### config.mk
export PLATFORM = sky130hd
export DESIGN_NAME = seq_alu
export DESIGN_NICKNAME = d
export VERILOG_FILES = /design/src/rtl/seq_alu.sv
export SDC_FILE = /design/constraint.sdc
export NUM_CORES = 1
export LEC_CHECK = 0
export ABC_CLOCK_PERIOD_IN_PS = 2100
export CAP_MARGIN = 20
export CORE_MARGIN = 4
export CORE_UTILIZATION = 45
export DETAILED_ROUTE_END_ITERATION = 10
export PLACE_DENSITY = 0.61
export SYNTH_ARGS = -nofsm -noshare
export SYNTH_HDL_FRONTEND = slang
export SYNTH_SLANG_ARGS = --single-unit
### constraint.sdc
create_clock -name clk -period 2.1 [get_ports clk]
set_clock_uncertainty 0.15 [all_clocks]
set_input_delay 0.525 -clock clk [delete_from_list [all_inputs] [get_ports clk]]
set_output_delay 0.525 -clock clk [all_outputs]
set_load 0.005 [all_outputs]
### src/rtl/seq_alu.sv
// -----------------------------------------------------------------------------
// seq_alu
//   ALU stage that sits downstream of the ALU control decoder. ADD, SUB, NOT,
//   AND, OR and SLT finish with a latency of one cycle. Logical shifts
//   (LSL/LSR) run one bit per cycle under a start/busy/done handshake. The
//   result feeds the multi-cycle datapath's ALUOut register and the
//   branch-zero logic.
//
// Parameters
//   WIDTH    operand/result width
//   SHAMT_W  shift-amount width (log2(WIDTH)); amount = B[SHAMT_W-1:0]
//
// Ports
//   clk       in   rising-edge clock
//   rst_n     in   asynchronous active-low reset
//   start     in   request, accepted on a clk edge while not shifting
//   ALUcnt    in   3-bit operation code
//   A, B      in   operands (A = shifted value / NOT source, B = shift amount)
//   result    out  registered result, held until the next completion
//   zero      out  registered flag, 1 iff result == 0
//   overflow  out  registered signed overflow (ADD/SUB only)
//   busy      out  high while an iterative shift is in progress
//   done      out  one-cycle completion pulse
// -----------------------------------------------------------------------------
module seq_alu #(
    parameter int WIDTH   = 16,
    parameter int SHAMT_W = 4
) (
    input  logic             clk,
    input  logic             rst_n,
    input  logic             start,
    input  logic [2:0]       ALUcnt,
    input  logic [WIDTH-1:0] A,
    input  logic [WIDTH-1:0] B,
    output logic [WIDTH-1:0] result,
    output logic             zero,
    output logic             overflow,
    output logic             busy,
    output logic             done
);

    localparam logic [2:0] OP_ADD = 3'b000;
    localparam logic [2:0] OP_SUB = 3'b001;
    localparam logic [2:0] OP_NOT = 3'b010;
    localparam logic [2:0] OP_LSL = 3'b011;
    localparam logic [2:0] OP_LSR = 3'b100;
    localparam logic [2:0] OP_AND = 3'b101;
    localparam logic [2:0] OP_OR  = 3'b110;
    localparam logic [2:0] OP_SLT = 3'b111;

    typedef enum logic [1:0] {
        S_IDLE  = 2'd0,
        S_SHIFT = 2'd1,
        S_DONE  = 2'd2
    } state_t;

    state_t             state_q;
    logic [WIDTH-1:0]   result_q;
    logic               zero_q;
    logic               ovf_q;
    logic               busy_q;
    logic               done_q;
    logic [WIDTH-1:0]   work_q;
    logic [SHAMT_W-1:0] cnt_q;
    logic               dir_right_q;

    logic [SHAMT_W-1:0] shamt;
    logic               is_shift;
    logic [WIDTH-1:0]   sum;
    logic [WIDTH-1:0]   diff;
    logic [WIDTH-1:0]   alu_res_d;
    logic               alu_ovf_d;
    logic [WIDTH-1:0]   work_d;

    assign shamt    = B[SHAMT_W-1:0];
    assign is_shift = (ALUcnt == OP_LSL) || (ALUcnt == OP_LSR);
    assign sum      = A + B;
    assign diff     = A - B;

    // Single-cycle result straight from the live inputs; it is only captured
    // on the accept edge, so later input changes never reach the outputs.
    // A shift by zero also takes this path (A << 0 == A).
    always_comb begin
        alu_res_d = '0;
        alu_ovf_d = 1'b0;
        case (ALUcnt)
            OP_ADD: begin
                alu_res_d = sum;
                alu_ovf_d = (A[WIDTH-1] == B[WIDTH-1]) && (sum[WIDTH-1] != A[WIDTH-1]);
            end
            OP_SUB: begin
                alu_res_d = diff;
                alu_ovf_d = (A[WIDTH-1] != B[WIDTH-1]) && (diff[WIDTH-1] != A[WIDTH-1]);
            end
            OP_NOT:  alu_res_d = ~A;
            OP_LSL:  alu_res_d = A << shamt;
            OP_LSR:  alu_res_d = A >> shamt;
            OP_AND:  alu_res_d = A & B;
            OP_OR:   alu_res_d = A | B;
            OP_SLT:  alu_res_d = {{(WIDTH-1){1'b0}}, ($signed(A) < $signed(B))};
            default: alu_res_d = '0;
        endcase
    end

    // One-bit step of the iterative shifter, zero fill on both directions.
    assign work_d = dir_right_q ? (work_q >> 1) : (work_q << 1);

    always_ff @(posedge clk or negedge rst_n) begin
        if (!rst_n) begin
            state_q     <= S_IDLE;
            result_q    <= '0;
            zero_q      <= 1'b1;
            ovf_q       <= 1'b0;
            busy_q      <= 1'b0;
            done_q      <= 1'b0;
            work_q      <= '0;
            cnt_q       <= '0;
            dir_right_q <= 1'b0;
        end else begin
            case (state_q)
                S_IDLE, S_DONE: begin
                    // DONE behaves like IDLE for acceptance, which gives one
                    // non-shift op per cycle when start is held.
                    done_q  <= 1'b0;
                    state_q <= S_IDLE;
                    if (start) begin
                        dir_right_q <= (ALUcnt == OP_LSR);
                        if (is_shift && (shamt != '0)) begin
                            work_q  <= A;
                            cnt_q   <= shamt;
                            busy_q  <= 1'b1;
                            state_q <= S_SHIFT;
                        end else begin
                            result_q <= alu_res_d;
                            zero_q   <= (alu_res_d == '0);
                            ovf_q    <= alu_ovf_d;
                            done_q   <= 1'b1;
                            state_q  <= S_DONE;
                        end
                    end
                end
                S_SHIFT: begin
                    // start is ignored here; requests during a shift are dropped.
                    work_q <= work_d;
                    cnt_q  <= cnt_q - SHAMT_W'(1);
                    if (cnt_q == SHAMT_W'(1)) begin
                        result_q <= work_d;
                        zero_q   <= (work_d == '0);
                        ovf_q    <= 1'b0;
                        busy_q   <= 1'b0;
                        done_q   <= 1'b1;
                        state_q  <= S_DONE;
                    end
                end
                default: begin
                    busy_q  <= 1'b0;
                    done_q  <= 1'b0;
                    state_q <= S_IDLE;
                end
            endcase
        end
    end

    assign result   = result_q;
    assign zero     = zero_q;
    assign overflow = ovf_q;
    assign busy     = busy_q;
    assign done     = done_q;

endmodule
==> metrics.md, run 1 <==
| Metric | Value |
|---|---|
| Worst hold path class | `input port to asynchronous set/reset pin` |
| Final setup fails | `41` |
| Cell total after placement | `1272` |
| Critical Path AT | `3370 ps` |
| Number of iterations in the first detailed-routing pass | `7` |
| Initial Util | `0.467` |
| Nature of the critical path endpoint | `flop` |
| Post-layout minimum cycle time | `3280 ps` |
| Detailed Place HPWL | `23.9 mm` |
| Hold violation total from the final report | `0` |
| Per-cell via count in the routed design | `6.82` |
| Type of origin of the critical path | `input port` |
| Outcome | `finished with violations` |
| Share of Yosys cell area claimed by the top area cell type | `0.164` |
| Worst-case headroom to the max-slew limit | `0.559` |
| Antenna violations before repair | `2` |
| Number of synthesized register bits | `42` |
| Worst-path clk slew | `60 ps` |
| Final Core Density | `0.830` |
| Required time of the worst setup path | `2190 ps` |
| Share of the clock period used by the worst path | `1.56` |
| Net count of the finished layout | `1247` |
| Boundary pin count | `58` |
| Average routed wire per standard cell | `27.0 um` |
| Core region area | `13400 um^2` |
| Bufs on Longest Clock Path | `2` |
| Switching Fraction | `0.436` |
| DIE WIDTH | `126 um` |
| # DRC | `0` |
| Part of the power in combinational logic | `0.649` |
| Fraction of final layout cells sized beyond drive strength 1 | `0.522` |
| Floorplan die area | `15800 um^2` |
| Top-count cell post-synth | `nand2_1` |
| VDD IR max | `733 uV` |
| Largest net degree at the start of global routing | `43` |
| Layout overhead on the synthesized area | `78.0%` |
| Number of cells on the worst reg-to-reg path | `5` |
| Inserted Clock Buffers | `5` |
| Fraction of the yosys area taken by sequential cells | `0.168` |
| Maximum level of the CTS H-tree | `2` |
| Routability cong. | `1.07` |
| Pleak | `0.00502 uW` |
| TritonCTS clock tree | `done` |
| Setup CP Type | `input port to flop` |
| Residual overflow from global routing | `0` |
| Slew of the pin with the lowest slew margin | `658 ps` |
| Clock net sink count | `42` |
| Final number of max-transition violations | `0` |
| Diode insertion count for antenna repair | `0` |
| Global-route usage over all layers | `0.395` |
| Clock latency at the later pin of the worst-skew pair | `300 ps` |
| Count of flip-flops with a built-in enable after synthesis | `0` |
| Clock network fraction of design power | `0.137` |
| DRC marker count from the first detailed-route iteration | `1519` |
| RSZ-0062 raised after global routing | `true` |
| Avg Cell Area, Syn | `7.68 um^2` |
| Site row count | `42` |
| Buffer type at the clock tree root | `clkbuf_16` |
| Number of different library cells in the post-synthesis netlist | `77` |
| Leading cell types by count after synthesis | `nand2_1, nor2_1, a21oi_1` |
| Cell taking the most area after synthesis | `dfrtp_1` |
| Asr flop ratio synth | `1.00` |
| Maximum net fanout on the critical path | `4` |
| Fillers | `771` |
| Chip height | `126 um` |
| Wire length reported by the detailed router | `36.0 mm` |
| Number of standard cells in the final layout excluding fillers | `1333` |
| Yosys synthesis warning count | `0` |
| Number of instances in the synthesized netlist | `814` |
| Failing checks | `negative setup slack` |
| Combined area of all synthesized cells | `6250 um^2` |
| Final worst-path setup slack | `-1180 ps` |
| Power spent charging and discharging nets | `3310 uW` |
| Routed vias | `9091` |
| Cell-internal power | `4290 uW` |
| Minimum setup slack among reg-to-reg paths | `-80 ps` |
| Port Buf Inserts | `57` |
| Top cells by area in the synthesized netlist | `dfrtp_1, ha_1, mux2i_1, mux4_2, a21oi_1` |
| Worst reg2reg path startpoint | `state_q[1]` |
| Antenna Violating Nets Remaining | `0` |
| Total of max-cap violations | `0` |
| Cell area power density | `683 nW/um^2` |
| Share of power burned in registers | `0.213` |
| Destination of the worst register-to-register timing path | `result[3]` |
| Wire length of the first global-routing pass | `49.5 mm` |
| Maximum clock frequency | `305 MHz` |
| Number of nets produced by synthesis | `905` |
| Dominant register cell in the synthesized netlist | `dfrtp_1` |
| Via count of the first global-routing pass | `8861` |
-- power by group through the flow --
| stage | Combinational, uW | Clock [uW] | Sequential, uW |
|---|---|---|---|
| finish | 4940 | 1040 | 1620 |
| global route | 5130 | 1090 | 1640 |
| CTS | 4260 | 1040 | 1550 |
| detailed placement | 3630 | 0 | 1550 |
| global placement | 3560 | 0 | 1510 |
| floorplan | 1880 | 0 | 1460 |
-- what timing repair did --
| item | CTS | global route |
|---|---|---|
| buffers inserted | 43 | 25 |
| endpoints found under the setup margin | 41 | 40 |
| hold buffers | 0 | 0 |
| pin swaps | 105 | 95 |
| gates resized for setup | 285 | 140 |
| gates cloned | 2 | 0 |
-- final cells by class --
type,instances,area (um^2),share of cell area
multi-input combinational,651,6020,0.541
timing repair buffer,398,3420,0.307
sequential,42,1050,0.0946
inverter,58,223,0.0200
tap,176,220,0.0198
clock buffer,5,125,0.0112
clock inverter,3,68.8,0.00618
-- metal layers --
layer | wire, um | vias to the layer above | track usage
met2 | 15500 | 823 | 0.611
met3 | 4730 | 257 | 0.0902
met1 | 13200 | 4298 | 0.518
li1 | - | 3713 | -
met4 | 2530 | 0 | 0.201
met5 | 0 | - | 0
-- registers in the layout, summed over array words and instances (netlist names) --
register and count:
busy 1, cnt_q 4, dir_right_q 1, overflow 1
result 16, state_q 2, work_q 16, zero 1
-- worst max path at each step --
stage / slack, ps / from / cells after the start / endpoint
final: -1180 / B[0] / 15 / zero
after detailed placement: -1690 / A[0] / 14 / zero
after global routing: -1200 / B[0] / 17 / zero
after floorplan: -970 / B[1] / 14 / zero
after CTS: -1040 / B[0] / 13 / result[14]
after global placement: -1710 / B[1] / 12 / zero
-- cell families after synthesis --
| kind of cell | Yosys count | synth area share |
|---|---|---|
| XOR/XNOR | 9 | 0.0126 |
| flip-flops | 42 | 0.168 |
| multiplexers | 64 | 0.133 |
| AO/OA/AOI/OAI | 259 | 0.286 |
| buffers and inverters | 121 | 0.0792 |
| adder cells (fa/ha/maj) | 53 | 0.108 |
| AND/OR/NAND/NOR | 266 | 0.213 |
-- worst max-delay path: stages --
cell and delay (ps):
buf_12 110, buf_6 110, buf_6 110, buf_6 110, ha_4 160, buf_6 130
o21bai_4 190, nand4_1 260, a311oi_2 380, mux2_4 340, a211oi_2 220, a21oi_2 100
nor4_2 240, and4_1 230, a31o_1 150
-- layout by cell type (no fill, tap or decap), types with 14 or more instances in the layout --
cell type	count
nor2b_1	19
inv_2	16
buf_6	59
nor3_1	16
a21oi_2	19
mux2i_1	37
ha_4	17
clkdlybuf4s50_1	24
ha_1	25
nand2_1	48
nor2_1	54
mux4_2	14
dfrtp_1	41
a21oi_1	41
buf_4	273
inv_1	40
o211ai_1	15
-- stage by stage --
step	power [uW]	hold slack [ps]	area (um^2)	setup slack (ps)	TNS, ps
after floorplan	3330	79.4	6480	-965	-12630
after global placement	5080	309	9100	-1710	-45120
after detailed placement	5180	331	9100	-1690	-46560
after CTS	6850	169	10500	-1040	-14440
after global routing	7860	195	11100	-1200	-20990
final	7600	157	11100	-1180	-19240
(Power assumes the default switching activity.)
==> run 2: changes to the inputs <==
DONT_BUFFER_PORTS = 1   (was unset)
PLACE_DENSITY = 0.56   (was 0.61)
SETUP_SLACK_MARGIN = 0.15   (was unset)
==> metrics.md, run 2 (synthesis gave the netlist of run 1 again) <==
| Metric | Value |
|---|---|
| Failing checks | `negative setup slack` |
| Final worst-path setup slack | `-728 ps (+451 ps)` |
| Diode insertion count for antenna repair | `0 (unchanged)` |
| Post-layout minimum cycle time | `2830 ps (-451 ps)` |
| Chip height | `126 um (unchanged)` |
| Residual overflow from global routing | `0 (unchanged)` |
| Routability cong. | `1.00 (-5.9%)` |
| Critical path's slowest cell | `fa_2` |
| Cell area power density | `660 nW/um^2 (-3.3%)` |
| Antenna violations before repair | `0 (-2)` |
| Layout overhead on the synthesized area | `43.3%` |
| Outcome | `finished with violations` |
| Clock net sink count | `42 (unchanged)` |
| Worst hold path class | `input port to flop` |
| Bufs on Longest Clock Path | `2 (unchanged)` |
| Delay of the slowest cell on the worst path | `390 ps (about the same)` |
| Commonest non-fill, non-tap cells in the layout | `buf_4, nand2_1, nor2_1` |
| Power spent charging and discharging nets | `2490 uW (-25%)` |
| Via count of the first global-routing pass | `7295 (-18%)` |
| Largest net degree at the start of global routing | `44 (+2.3%)` |
| Cell-internal power | `3420 uW (-20%)` |
| Routed vias | `7624 (-16%)` |
| Maximum clock frequency | `354 MHz (+16%)` |
| Category of cells accounting for the largest share of critical-path delay | `compound AO/OA/AOI/OAI gates` |
| Fraction of final layout cells sized beyond drive strength 1 | `0.395 (-0.128)` |
| Number of iterations in the first detailed-routing pass | `5 (-2)` |
| Average routed wire per standard cell | `24.3 um (-10%)` |
| TritonCTS clock tree | `done` |
| Wire length reported by the detailed router | `28.2 mm (-22%)` |
| Pleak | `0.00397 uW (-21%)` |
| Clock network fraction of design power | `0.151 (+0.014)` |
| Post-Route Hold Slack | `245 ps (+88.5 ps)` |
| Clock latency at the later pin of the worst-skew pair | `280 ps (-20 ps)` |
| Final setup fails | `18 (-56%)` |
| Core region area | `13400 um^2 (unchanged)` |
| Floorplan die area | `15800 um^2 (unchanged)` |
| Site row count | `42 (unchanged)` |
| Nature of the critical path endpoint | `flop` |
| Slew of the pin with the lowest slew margin | `658 ps (+0.277 ps)` |
| Per-cell via count in the routed design | `6.56 (-3.8%)` |
| Library cell appearing most often on the critical path | `buf_4` |
| Global-route usage over all layers | `0.336 (-0.0594)` |
| Required time of the worst setup path | `2180 ps (about the same)` |
| Type of origin of the critical path | `input port` |
| Critical path buffer and inverter count | `4 (-1)` |
| Minimum setup slack among reg-to-reg paths | `90 ps (+170 ps)` |
| Final number of max-transition violations | `0 (unchanged)` |
| RSZ-0062 raised after global routing | `true` |
| Total of max-cap violations | `0 (unchanged)` |
| Critical Path AT | `2910 ps (-460 ps)` |
| Detailed Place HPWL | `20.8 mm (-13%)` |
| Buffer type at the clock tree root | `clkbuf_16` |
| Final Core Density | `0.669 (-0.162)` |
| Hold violation total from the final report | `0 (unchanged)` |
| VDD IR max | `451 uV (-38%)` |
| Share of the clock period used by the worst path | `1.35 (-0.215)` |
| Maximum level of the CTS H-tree | `2 (unchanged)` |
| Wire length of the first global-routing pass | `42.3 mm (-15%)` |
| DRC marker count from the first detailed-route iteration | `930 (-39%)` |
| Worst-case headroom to the max-slew limit | `0.556 (-0.00311)` |
| Net count of the finished layout | `1076 (-14%)` |
| Switching Fraction | `0.422 (-0.0143)` |
| Number of standard cells in the final layout excluding fillers | `1162 (-13%)` |
| Worst-path clk slew | `60 ps (about the same)` |
| DIE WIDTH | `126 um (unchanged)` |
| # DRC | `0 (unchanged)` |
| Fillers | `1136 (+47%)` |
| Part of the power in combinational logic | `0.577 (-0.072)` |
| Most common cell after layout, fill and taps aside | `buf_4` |
| Port Buf Inserts | `0 (-100%)` |
| Boundary pin count | `58 (unchanged)` |
| Setup CP Type | `input port to flop` |
| Initial Util | `0.467 (unchanged)` |
| Share of power burned in registers | `0.272 (+0.059)` |
| Crit-path cells | `inv_8, ha_4, inv_2, fa_2, buf_4, xor2_1, a21oi_1, a211oi_2, buf_4, o21ai_2, o22ai_2, nor3b_2, and4b_1, and4_1, a31o_1` |
| Cell total after placement | `1130 (-11%)` |
| Maximum net fanout on the critical path | `8 (+4)` |
| Inserted Clock Buffers | `5 (unchanged)` |
| Antenna Violating Nets Remaining | `0 (unchanged)` |
==> run 2: final cells by class <==
| class | count | area [um^2] | area share |
|---|---|---|---|
| tap | 176 | 220 | 0.0246 |
| clock inverter | 3 | 43.8 | 0.00489 |
| timing repair buffer | 227 | 1790 | 0.200 |
| inverter | 58 | 238 | 0.0265 |
| multi-input combinational | 651 | 5490 | 0.613 |
| clock buffer | 5 | 125 | 0.0140 |
| sequential | 42 | 1050 | 0.117 |
==> run 2: repair_timing <==
action	4_1_cts	5_1_grt
endpoints found under the hold margin	42	0
hold buffers	2	0
gates resized for setup	63	89
pin swaps	40	68
buffers inserted	7	15
setup endpoints to repair	18	21
==> run 2: worst register-to-register path: stages (launching register included) <==
cell     delay [ps]
dfrtp_1         430
nor2b_1         330
nand2_1         140
buf_4           210
nand2_1         230
nor2_1          130
a221o_1         270
==> run 2: final timing paths <==
path,start,endpoint,cells past startpoint
worst max-delay path,A[0],zero,15
worst min-delay path,A[15],work_q[15],2
worst max register to register,state_q[0],result[9],6
worst min register to register,busy,busy,2
max in group asynchronous,rst_n,zero,2
min in group asynchronous,rst_n,dir_right_q,2
==> run 2: power groups by stage <==
stage | combinational (uW) | sequential, uW | clock, uW
after global placement | 2830 | 1590 | 0
after global routing | 3660 | 1640 | 933
after CTS | 3120 | 1600 | 896
final | 3420 | 1610 | 893
after detailed placement | 2890 | 1610 | 0
after floorplan | 1920 | 1460 | 0
==> run 2: per-stage QoR <==
stage	power [uW]	setup slack (ps)	setup TNS, ps	cell area (um^2)
floorplan	3380	-965	-10260	6590
global placement	4420	-1060	-14680	7910
detailed placement	4500	-1130	-15410	7910
CTS	5610	-714	-7890	8440
global route	6240	-833	-9910	8960
finish	5920	-728	-8760	8960
==> run 2: per-layer routing <==
metal  track usage  routed length [um]  share of wire
met3        0.0644                2470          0.087
met2         0.546               13200           0.47
met5             0                   0              0
met4         0.127                1290          0.046
met1         0.443               11300           0.40
==> run 3: changes to the inputs <==
CORE_UTILIZATION = 55   (was 45)
GPL_ROUTABILITY_DRIVEN = 0   (was unset)
PLACE_DENSITY = 0.66   (was 0.56)
==> metrics.md, run 3 (synthesis gave the netlist of run 1 again) <==
| Metric | Value |
|---|---|
| Fillers | `795 (-30%)` |
| Critical Path AT | `2900 ps (about the same)` |
| Layout overhead on the synthesized area | `35.3%` |
| Net count of the finished layout | `1054 (-2.0%)` |
| # DRC | `0 (unchanged)` |
| Residual overflow from global routing | `0 (unchanged)` |
| Largest net degree at the start of global routing | `44 (unchanged)` |
| Per-cell via count in the routed design | `6.86 (+4.6%)` |
| Worst-path clk slew | `60 ps (about the same)` |
| Global-route usage over all layers | `0.386 (+0.0500)` |
| Detailed Place HPWL | `19.0 mm (-8.6%)` |
| Most common cell after layout, fill and taps aside | `buf_4` |
| Antenna Violating Nets Remaining | `0 (unchanged)` |
| Area after DPL | `7780 um^2 (-1.6%)` |
| Clock latency at the later pin of the worst-skew pair | `280 ps (about the same)` |
| Final setup fails | `18 (unchanged)` |
| Initial Util | `0.569 (+0.103)` |
| Worst hold path class | `input port to flop` |
| Buffer type at the clock tree root | `clkbuf_16` |
| Number of iterations in the first detailed-routing pass | `9 (+4)` |
| Clock net sink count | `42 (unchanged)` |
| Floorplan die area | `13100 um^2 (-17%)` |
| Final design area excluding fillers | `8460 um^2 (-5.6%)` |
| Antenna violations before repair | `0 (unchanged)` |
| Wire length of the first global-routing pass | `40.0 mm (-5.4%)` |
| Hold violation total from the final report | `0 (unchanged)` |
| Nature of the critical path endpoint | `flop` |
| Share of the clock period used by the worst path | `1.34 (-0.00355)` |
| Worst-case headroom to the max-slew limit | `0.612 (+0.0564)` |
| Site row count | `38 (-9.5%)` |
| Slew of the pin with the lowest slew margin | `575 ps (-83.5 ps)` |
| Maximum level of the CTS H-tree | `2 (unchanged)` |
| Number of standard cells in the final layout excluding fillers | `1104 (-5.0%)` |
| Routed vias | `7576 (-0.63%)` |
| Core region area | `11000 um^2 (-18%)` |
| Boundary pin count | `58 (unchanged)` |
| Cell total after placement | `1083 (-4.2%)` |
| Average routed wire per standard cell | `23.5 um (-3.4%)` |
| Setup slack after placement | `-1120 ps (+9.94 ps)` |
| Bufs on Longest Clock Path | `2 (unchanged)` |
| Type of origin of the critical path | `input port` |
| Fraction of final layout cells sized beyond drive strength 1 | `0.348 (-0.0470)` |
| VDD IR max | `811 uV (+80%)` |
| Port Buf Inserts | `0 (unchanged)` |
| Final number of max-transition violations | `0 (unchanged)` |
| TritonCTS clock tree | `done` |
| Wire length reported by the detailed router | `25.9 mm (-8.2%)` |
| Pleak | `0.00379 uW (-4.6%)` |
| Setup CP Type | `input port to flop` |
| Via count of the first global-routing pass | `7408 (+1.5%)` |
| Inserted Clock Buffers | `5 (unchanged)` |
| Failing checks | `negative setup slack` |
| Cell area power density | `664 nW/um^2 (+0.55%)` |
| Maximum net fanout on the critical path | `8 (unchanged)` |
| Final worst-path setup slack | `-720 ps (+7.46 ps)` |
| RSZ-0062 raised after global routing | `true` |
| Chip height | `115 um (-8.9%)` |
| Diode insertion count for antenna repair | `0 (unchanged)` |
| DRC marker count from the first detailed-route iteration | `1095 (+18%)` |
| Outcome | `finished with violations` |
| Commonest non-fill, non-tap cells in the layout | `buf_4, nand2_1, nor2_1` |
| Maximum clock frequency | `355 MHz (+0.26%)` |
| DIE WIDTH | `115 um (-8.9%)` |
| Post-layout minimum cycle time | `2820 ps (-7.46 ps)` |
| Total of max-cap violations | `0 (unchanged)` |
| Total chip power | `5620 uW (-5.1%)` |
| Required time of the worst setup path | `2180 ps (about the same)` |
==> run 3: cell types whose count changed in the layout (fill, tap and decap cells not counted), sizes merged <==
| cell | previous run | this run |
|---|---|---|
| clkbuf | 5 | 6 |
| clkinvlp | 2 | 1 |
| clkinv | 1 | 2 |
| bufinv | 1 | 0 |
| buf | 226 | 204 |
==> run 3: final timing paths <==
kind / startpoint / endpoint / slack, ps / depth (start not counted)
setup / recovery: A[0] / zero / -720 / 13
hold / removal: A[15] / work_q[15] / 250 / 2
setup reg to reg: state_q[0] / result[14] / -20 / 5
hold reg to reg: busy / busy / 350 / 2
max in group asynchronous: rst_n / zero / 970 / 2
min in group asynchronous: rst_n / cnt_q[2] / 560 / 2
==> run 3: per-layer routing <==
layer	wire, um	vias up	GRT usage
met4	1630	0	0.200
li1	-	3322	-
met5	0	-	0
met2	11900	570	0.639
met1	9570	3538	0.461
met3	2810	146	0.0941
==> run 3: cell type report <==
class / count / area (um^2) / area share
Clock buffer: 6 / 129 / 0.0152
Sequential cell: 42 / 1050 / 0.124
Clock inverter: 2 / 13.8 / 0.00163
Timing Repair Buffer: 205 / 1600 / 0.190
Multi-Input combinational cell: 651 / 5260 / 0.621
Inverter: 58 / 229 / 0.0271
Tap cell: 140 / 175 / 0.0207
==> run 3: where the power goes <==
group	internal, uW	switching (uW)
Clock	441	313
Sequential	1200	416
Combinational	1550	1690
Total	3190	2420
==> run 3: stage by stage <==
step | setup TNS [ps] | utilization | hold WS [ps]
after floorplan | -10260 | - | 79.4
after global placement | -13670 | 0.708 | 80.8
after detailed placement | -14560 | 0.708 | 80.5
after CTS | -6970 | 0.752 | 246
after global routing | -9500 | 0.770 | 261
final | -8230 | 0.770 | 247
==> run 3: critical path: stages <==
cell and delay [ps]:
inv_2 40, ha_2 200, inv_2 40, fa_2 380, xor2_1 200, a21oi_1 120, a211oi_2 240, o21ai_1 150
o22ai_2 230, nor3b_2 230, and4b_1 210, and4_1 180, a31o_1 140
==> run 3: timing repair <==
item                                    4_1_cts  5_1_grt
hold buffers                                  2        0
endpoints found under the hold margin        42        0
endpoints found under the setup margin       18       18
pin swaps                                    33       20
setup buffers                                 5        6
resized for setup                            68       37
==> RTL change (settings of run 2) <==
The parameter `SHAMT_W` goes from 4 to 6.
--- a/src/rtl/seq_alu.sv
+++ b/src/rtl/seq_alu.sv
@@ -24,7 +24,7 @@
 // -----------------------------------------------------------------------------
 module seq_alu #(
     parameter int WIDTH   = 16,
-    parameter int SHAMT_W = 4
+    parameter int SHAMT_W = 6
 ) (
     input  logic             clk,
     input  logic             rst_n,
Function: changed (a bounded check fails within 4 cycles, from zero or initial values and one cycle with rst_n low).
==> RTL change against run 2 <==
Design area up 7.4%; synthesized cell count up 5.3%; sequential share of layout area decreased by 0.29 points; the flow still finishes with violations (negative setup slack); power down 4.4%; critical endpoint unchanged; register-to-register slack worse by 0.42 ns; synthesized area rose by 4.0%; setup slack got worse by 0.17 ns; highest routed layer unchanged; wire length is 6.9% higher; sequential cell count up 2; die area increased by 3.7%; critical path depth fell by 2.
==> RTL change: results (changes against run 2) <==
Status
  • Status: finished with violations
  • Failing checks: negative setup slack

Synthesis
  • Synth top cells by count: 82 x nor2_1, 81 x nand2_1, 58 x a21oi_1, 52 x clkbuf_1, 50 x ha_1
  • Post-synthesis sequential area ratio: 16.9% (+0.12 points)
  • Synth top area cells: dfrtp_1 17%, ha_1 9.6%, nor2_1 4.7%, nand2_1 4.7%, a21oi_1 4.5%
  • Net Count, Synth: 947 (+4.6%)
  • Post-synthesis cell type count: 87 (+13%)

Placed design
  • Dpl cell area: 0.00826 mm^2 (+4.4%)
  • Post-DP HPWL: 21.7 mm (+4.0%)
  • Setup Slack @ Placement: -1.49 ns (-0.359 ns)
  • Placer congestion estimate: 1.07 (+6.4%)

Global routing
  • Pin count of the biggest net entering global routing: 56 (+27%)
  • Vias in the first global route: 8,024 (+10%)
  • First-pass GRT wire length: 45.9 mm (+8.5%)
  • GRT Overall Usage: 35.8% (+2.2 points)

Pwr
  • Int Pwr: 3.34 mW (-2.3%)
  • Worst IR Drop VDD: 0.639 mV (+42%)
  • Leak: 4.14 nW (+4.3%)

Critical path
  • Master of the slowest instance on the critical path: a221o_1
  • Highest net fanout along the worst path: 9 (+1)
  • Worst Reg2Reg Path Length in Cells: 10 (+4)

Layout
  • Ant. Diodes: 0 (unchanged)
  • FILL cells: 1,171 (+3.1%)
  • Proportion of layout cells with a drive suffix above 1: 43.3% (+3.8 points)
  • Nets: 1,120 (+4.1%)

STA
  • Worst setup margin: -0.898 ns (-0.170 ns)
  • Max_slew headroom: 59.8% (+4.2 points)
  • Count of final setup violators: 17 (-1)

Min path
  • Hold path cells: 2 (unchanged)
  • Hold Crit Class: in -> reg

Clocking
  • Skew-Pair Late Insertion Delay: 0.30 ns (+0.02 ns)
  • H-Tree Depth: 2 (unchanged)
  • Reg clk slew, reported paths: around 0.07 ns

Routing
  • Via count: 8,131 (+6.7%)
  • WL/cell: 24.9 um (+2.6%)
  • Drt pass-1 iters: 5 (unchanged)
  • Initial DRC Count: 898 (-3.4%)
RTL change: changes by cell type after synthesis, moves of 7 or more:
cell and delta:
o31ai_1 +8, o22a_1 -8, nor2b_1 -8, nand3_1 +11, inv_1 -12, nor2_1 +16, o2bb2ai_1 +11, mux4_2 -7
mux2i_1 -10, clkbuf_1 +9
RTL change: power groups by stage:
stage | Combinational [mW] | Sequential, mW | Clock [mW]
global route | 3.39 | 1.61 | 0.966
CTS | 2.89 | 1.53 | 0.924
global placement | 2.54 | 1.53 | 0
finish | 3.17 | 1.56 | 0.925
detailed placement | 2.60 | 1.54 | 0
floorplan | 1.74 | 1.43 | 0
RTL change: what timing repair did:
action / in CTS / in global routing
cloned: 2 / 1
setup endpoints to repair: 40 / 40
pin swaps: 41 / 49
buffers inserted: 9 / 13
hold endpoints to repair: 44 / 0
hold buffers: 2 / 0
gates resized for setup: 112 / 90
RTL change: cells by family after synthesis:
group,after synthesis,share of synthesized area (%)
DFF,44,16.9
buffers and inverters,123,8.04
muxes,49,9.23
and+or+nand+nor,292,22.2
AOI/OAI and AO/OA,288,32.1
adders and majority gates,52,10.2
xor gates and xnor gates,9,1.21
RTL change: area by class of cell:
| class | count | area share [%] |
|---|---|---|
| Multi-Input combinational cell | 690 | 60.7 |
| Timing Repair Buffer | 242 | 21.3 |
| Sequential cell | 44 | 11.5 |
| Inverter | 47 | 2.39 |
| Tap cell | 180 | 2.34 |
| Clock buffer | 5 | 1.30 |
| Clock inverter | 3 | 0.494 |
RTL change: routing by layer:
metal | track usage, % | vias up | part of all wire [%]
met2 | 56.5 | 496 | 45
met4 | 14.1 | 0 | 4.7
met5 | 0 | - | 0
met1 | 47.3 | 3967 | 41
met3 | 8.17 | 114 | 9.8
li1 | - | 3554 | -
RTL change: final timing paths:
kind	from	slack (ns)	end
max in group asynchronous	rst_n	0.90	zero
min in group asynchronous	rst_n	0.63	cnt_q[3]
worst max register to register	cnt_q[4]	-0.33	zero
worst min register to register	overflow	0.39	overflow
worst max-delay path	A[0]	-0.90	zero
worst min-delay path	A[11]	0.22	work_q[11]
RTL change: critical path, delay by kind of cell:
family | cells | cell delay (ns)
AOI/OAI and AO/OA | 6 | 1.63
adders and majority gates | 2 | 0.38
buffers and inverters | 2 | 0.07
and+or+nand+nor | 3 | 0.46
RTL change: metrics by stage:
stage | setup TNS (ns) | instances | util (%)
CTS | -7.66 | 1197 | 64.7
floorplan | -16.21 | 857 | -
global route | -9.69 | 1211 | 68.5
global placement | -22.48 | 1176 | 58.8
detailed placement | -23.04 | 1176 | 58.8
finish | -8.60 | 1211 | 68.5
